[src/rtl/serial_subtractor_pkg.sv]
// Shared definitions for the bit-serial subtractor: controller state encoding.
package serial_subtractor_pkg;

  typedef enum logic [1:0] {
    IDLE  = 2'd0,
    SHIFT = 2'd1,
    DONE  = 2'd2
  } state_t;

endpackage

[src/rtl/subtractor_1bit.sv]
// Combinational 1-bit full-subtractor cell: Diff = A - B - Bin, with borrow out.
module subtractor_1bit (
  input  logic A,
  input  logic B,
  input  logic Bin,
  output logic Diff,
  output logic Bout
);

  logic a_n;
  logic ab_x;

  assign a_n  = ~A;
  assign ab_x = A ^ B;
  assign Diff = ab_x ^ Bin;
  // Borrow when B exceeds A, or when A equals B and a borrow is already pending.
  assign Bout = (a_n & B) | (~ab_x & Bin);

endmodule

[src/rtl/serial_subtractor.sv]
// Bit-serial A - B, LSB first, one bit per clock, with start/busy/done handshake.
module serial_subtractor
  import serial_subtractor_pkg::*;
#(
  parameter int WIDTH = 8
) (
  input  logic             clk,
  input  logic             rst,
  input  logic             start,
  input  logic [WIDTH-1:0] a_in,
  input  logic [WIDTH-1:0] b_in,
  output logic             busy,
  output logic             done,
  output logic [WIDTH-1:0] diff,
  output logic             borrow_out,
  output logic             ovf
);

  localparam int CNT_W = (WIDTH > 1) ? $clog2(WIDTH) : 1;
  localparam logic [CNT_W-1:0] CNT_LAST = CNT_W'(WIDTH - 1);

  state_t           state;
  logic [WIDTH-1:0] a_sr;
  logic [WIDTH-1:0] b_sr;
  logic [WIDTH-1:0] res_sr;
  logic [CNT_W-1:0] count;
  logic             bw;
  logic             a_sign;
  logic             b_sign;

  logic             d_bit;
  logic             bw_next;
  logic [WIDTH-1:0] res_next;

  subtractor_1bit u_cell (
    .A   (a_sr[0]),
    .B   (b_sr[0]),
    .Bin (bw),
    .Diff(d_bit),
    .Bout(bw_next)
  );

  // New difference bit enters from the MSB side so the LSB ends up at bit 0.
  always_comb begin
    res_next           = res_sr >> 1;
    res_next[WIDTH-1]  = d_bit;
  end

  always_ff @(posedge clk or posedge rst) begin
    if (rst) begin
      state      <= IDLE;
      a_sr       <= '0;
      b_sr       <= '0;
      res_sr     <= '0;
      count      <= '0;
      bw         <= 1'b0;
      a_sign     <= 1'b0;
      b_sign     <= 1'b0;
      busy       <= 1'b0;
      done       <= 1'b0;
      diff       <= '0;
      borrow_out <= 1'b0;
      ovf        <= 1'b0;
    end else begin
      done <= 1'b0;
      case (state)
        IDLE, DONE: begin
          if (start) begin
            a_sr   <= a_in;
            b_sr   <= b_in;
            res_sr <= '0;
            count  <= '0;
            bw     <= 1'b0;
            a_sign <= a_in[WIDTH-1];
            b_sign <= b_in[WIDTH-1];
            busy   <= 1'b1;
            state  <= SHIFT;
          end else begin
            busy  <= 1'b0;
            state <= IDLE;
          end
        end
        SHIFT: begin
          a_sr   <= a_sr >> 1;
          b_sr   <= b_sr >> 1;
          res_sr <= res_next;
          bw     <= bw_next;
          count  <= count + 1'b1;
          // Results are published from the final bit's combinational values.
          if (count == CNT_LAST) begin
            busy       <= 1'b0;
            done       <= 1'b1;
            diff       <= res_next;
            borrow_out <= bw_next;
            ovf        <= (a_sign != b_sign) && (res_next[WIDTH-1] != a_sign);
            state      <= DONE;
          end
        end
        default: begin
          busy  <= 1'b0;
          state <= IDLE;
        end
      endcase
    end
  end

endmodule

[config.mk]
export PLATFORM = sky130hd
export DESIGN_NAME = serial_subtractor
export DESIGN_NICKNAME = d
export VERILOG_FILES = /design/src/rtl/serial_subtractor_pkg.sv /design/src/rtl/subtractor_1bit.sv /design/src/rtl/serial_subtractor.sv
export SDC_FILE = /design/constraint.sdc
export NUM_CORES = 1
export LEC_CHECK = 0
export ABC_AREA = 1
export CAP_MARGIN = 15
export CORE_UTILIZATION = 35
export CTS_CLUSTER_SIZE = 20
export DETAILED_ROUTE_END_ITERATION = 10
export PLACE_DENSITY_LB_ADDON = 0.1
export SETUP_SLACK_MARGIN = 0.4
export SYNTH_ARGS = -nofsm -noshare
export SYNTH_HDL_FRONTEND = slang
export SYNTH_HIERARCHICAL = 1
export SYNTH_SLANG_ARGS = --single-unit
[constraint.sdc]
create_clock -name clk -period 1.4 [get_ports clk]
set_input_delay 0.35 -clock clk [delete_from_list [all_inputs] [get_ports clk]]
set_output_delay 0.35 -clock clk [all_outputs]
set_load 0.01 [all_outputs]
==> impl_table.tex, run 1 <==
\begin{tabular}{lr}
\hline
Metric & Value \\
\hline
\multicolumn{2}{l}{\textbf{Final layout}} \\
Antenna Diode Count & 0 \\
Commonest non-fill, non-tap cells in the layout & nand2\_1, dfrtp\_1, inv\_1 \\
Multi-input combinational cell area & 1090 um2 \\
Area growth, synth to finish & 65.0\% \\
Layout cell share with drive strength beyond 1 & 50.0\% \\
Final net count & 337 \\
Register Area & 1080 um2 \\
Most common cell after layout, fill and taps aside & nand2\_1 \\
Fill cell instance count of the final layout & 500 \\
Number of non-filler instances in the completed layout & 388 \\
\multicolumn{2}{l}{\textbf{Detailed routing}} \\
Final routed DRC violation total & 0 \\
Avg Vias per Cell & 4.52 \\
Post-DR wirelength/cell & 13.5 um \\
Antenna-violating nets left & 0 \\
First drt pass iteration count & 4 \\
DRC marker count from the first detailed-route iteration & 68 \\
Via total after detailed routing & 1754 \\
DRT Wirelength & 5250 um \\
\multicolumn{2}{l}{\textbf{Critical path}} \\
Worst Setup Path Type & reg -> reg \\
Top fanout value on the critical path & 3 \\
Startpoint type of the worst setup path & flop \\
Endpoint arrival time on the critical path & 1.60 ns \\
Cells on worst reg2reg path & 6 \\
Worst flop-to-flop path endpoint & res\_sr[7]\$\_DFFE\_PP0P\_ \\
Launching point of the worst reg2reg path & bw\$\_DFFE\_PP0P\_ \\
Register-to-register path setup slack & 0.0006 ns \\
Required time worst endpoint & 1.60 ns \\
CP Capture Type & flop \\
\multicolumn{2}{l}{\textbf{Floorplanning}} \\
Area inside the core boundary & 5540 um2 \\
Starting density of the core & 36.3\% \\
Die Area & 6060 um2 \\
Overall die height & 77.8 um \\
Total I/O pin count & 31 \\
Site Rows & 27 \\
Chip Width & 77.8 um \\
\multicolumn{2}{l}{\textbf{Timing}} \\
Final worst path period share & 100\% \\
Minimum period implied by the final worst setup slack & 1.40 ns \\
Total of endpoints with negative setup slack in the final report & 0 \\
Unrepaired setup endpoints after global routing & true \\
Maximum achievable frequency & 715 MHz \\
Clock skew after layout & 0.00659 ns \\
Max-slew headroom & 84.0\% \\
Setup TNS & 0 ns \\
Least-Margin Pin Slew & 0.240 ns \\
Final slew viol count & 0 \\
Hold Fails Final Rpt & 0 \\
\multicolumn{2}{l}{\textbf{Yosys}} \\
Share of the synthesized netlist area taken by xor and xnor gates & 0\% \\
Cell area after synthesis & 2010 um2 \\
Top area cells in the synthesized netlist & dfrtp\_1, nand2\_1, inv\_1 \\
Fraction of synthesized area in multiplexers & 0\% \\
Fraction of the mapped netlist area in adder cells & 2.24\% \\
Syn\_area\_per\_cell & 8.45 um2 \\
Library cell occupying the most area in the post-synthesis netlist & dfrtp\_1 \\
Yosys reg bits & 43 \\
Post-synthesis instance total & 238 \\
Sequential fraction of the synthesis area & 53.5\% \\
Net count after synthesis & 260 \\
Dominant combinational cell family by area after synthesis & simple AND/OR/NAND/NOR gates \\
Number of distinct library cells after synthesis & 19 \\
Compound-cell area share of the yosys netlist & 6.72\% \\
Area share of the largest cell type after synthesis & 53.5\% \\
Simple-gate share of the synthesized area & 25.0\% \\
Number of warnings reported in the yosys synthesis log & 6 \\
\multicolumn{2}{l}{\textbf{Clock network}} \\
Clock transition time at the flip-flop clock pins of the worst setup and hold paths & 0.08 ns \\
CTS buffer count & 5 \\
Root buffer cell & clkbuf\_8 \\
H-tree Lvls & 2 \\
Number of sinks driven by the clock tree & 43 \\
CTS tree & done \\
Clock Tree Buf Depth & 2 \\
Clock latency at the later pin of the worst-skew pair & 0.30 ns \\
Number of hold-repair buffers added at the cts stage & 0 \\
\multicolumn{2}{l}{\textbf{Pwr}} \\
Leakage power summed over all cells & 0.00170 uW \\
Largest voltage drop on the vdd net & 0.914 mV \\
Power Dens Cells & 2530 nW/um2 \\
\multicolumn{2}{l}{\textbf{GRT}} \\
Via count of the first global-routing pass & 1696 \\
Initial antenna violation count & 0 \\
Residual overflow from global routing & 0 \\
GRT Resource Usage Total & 17.6\% \\
First-pass GRT wire length & 8120 um \\
Maximum number of pins on one net before global-route repair & 44 \\
\multicolumn{2}{l}{\textbf{Outcome}} \\
Outcome & completed \\
\multicolumn{2}{l}{\textbf{Place}} \\
Placed cell count & 342 \\
RD Place Congestion & 0.680 \\
IO buf count & 30 \\
Final HPWL DP & 2750 um \\
\multicolumn{2}{l}{\textbf{Job}} \\
Number of maximum-capacitance violations & 0 \\
\multicolumn{2}{l}{\textbf{Min path}} \\
Type of the worst min-delay path & in -> async \\
\hline
\end{tabular}
==> routing by layer <==
| metal | up-vias | track usage [%] | wire length [um] |
|---|---|---|---|
| li1 | 883 | - | - |
| met1 | 843 | 23.5 | 2400 |
| met2 | 22 | 27.3 | 2580 |
| met3 | 6 | 4.59 | 208 |
| met4 | 0 | 6.79 | 70 |
| met5 | - | 0 | 0 |
==> critical path, cell delays in order (launching register included) <==
cell and delay (ns):
dfrtp_1 0.40, inv_2 0.07, fa_2 0.47, buf_4 0.16, buf_6 0.10, nand2_2 0.05
o21ai_2 0.05
==> Yosys cell counts <==
| master | count |
|---|---|
| inv_1 | 44 |
| fa_1 | 1 |
| buf_4 | 3 |
| a21oi_1 | 1 |
| nand3_1 | 31 |
| inv_4 | 2 |
| buf_2 | 3 |
| ha_1 | 2 |
| nand2_1 | 76 |
| o21ai_0 | 7 |
| nand2_2 | 1 |
| nand2_4 | 3 |
| buf_6 | 3 |
| nor2_1 | 3 |
| dfrtp_1 | 43 |
| nor2_4 | 1 |
| o21ai_2 | 8 |
| o21ai_1 | 5 |
| inv_2 | 1 |
==> logic make-up (layout without fill, tap and decap cells) <==
logic type / count (synthesis) / after routing
adder cells (fa/ha/maj): 3 / 3
flip-flops: 43 / 43
AO/OA/AOI/OAI: 21 / 21
buffers and inverters: 56 / 131
AND/OR/NAND/NOR: 115 / 118
==> power by group <==
group / internal (uW) / switching (uW) / leakage, uW
Sequential: 1830 / 386 / 0.000535
Clock: 578 / 443 / 0.0000612
Combinational: 2520 / 2640 / 0.00111
==> area by class of cell <==
cell class / count / share of cell area [%]
repair buffers: 75 / 21.6
clock inverters: 2 / 1.06
well taps: 72 / 2.71
repair inverters: 1 / 0.490
clock buffers: 6 / 2.49
flip-flops and latches: 43 / 32.5
inverters: 47 / 6.26
multi-input cells: 142 / 33.0
==> sequential cells by signal, indices dropped and copies added (netlist names), 2 cells and up <==
signal / cells
count: 3
a_sr: 8
res_sr: 7
state: 2
diff: 8
b_sr: 8
==> worst max path at each step <==
stage	startpoint	end
3_3_place_gp	bw$_DFFE_PP0P_	ovf$_DFFE_PP0P_
4_1_cts	b_sr[0]$_DFFE_PP0P_	ovf$_DFFE_PP0P_
2_1_floorplan	bw$_DFFE_PP0P_	ovf$_DFFE_PP0P_
3_5_place_dp	start	b_sr[7]$_DFFE_PP0P_
5_1_grt	b_sr[0]$_DFFE_PP0P_	ovf$_DFFE_PP0P_
6_report	bw$_DFFE_PP0P_	res_sr[7]$_DFFE_PP0P_
==> repair_timing <==
item,in CTS,in global routing
gates resized for setup,100,65
pin swaps,10,11
setup buffers,19,13
setup endpoints to repair,55,55
gates cloned,4,2
==> per-stage QoR <==
| stage | worst slack (ns) | total power (uW) | utilization [%] | hold WS, ns | instance area, um2 |
|---|---|---|---|---|---|
| 2_1_floorplan | 0.108 | 4270 | - | 0.348 | 2110 |
| 3_3_place_gp | -0.0190 | 5210 | 45.3 | 0.459 | 2510 |
| 3_5_place_dp | -0.0209 | 5240 | 45.3 | 0.462 | 2510 |
| 4_1_cts | 0.0137 | 7370 | 53.7 | 0.455 | 2980 |
| 5_1_grt | -0.0897 | 9050 | 59.9 | 0.461 | 3320 |
| 6_report | 0.000575 | 8400 | 59.9 | 0.450 | 3320 |
(Power assumes the default switching activity.)
==> inputs of run 2 (changes only) <==
--- a/config.mk
+++ b/config.mk
@@ -6,7 +6,7 @@
 export NUM_CORES = 1
 export LEC_CHECK = 0
 export ABC_AREA = 1
-export CAP_MARGIN = 15
+export CAP_MARGIN = 20
 export CORE_UTILIZATION = 35
 export CTS_CLUSTER_SIZE = 20
 export DETAILED_ROUTE_END_ITERATION = 10
==> results of run 2 <==
No change in the layout: final DEF, timing and power equal those of run 1.
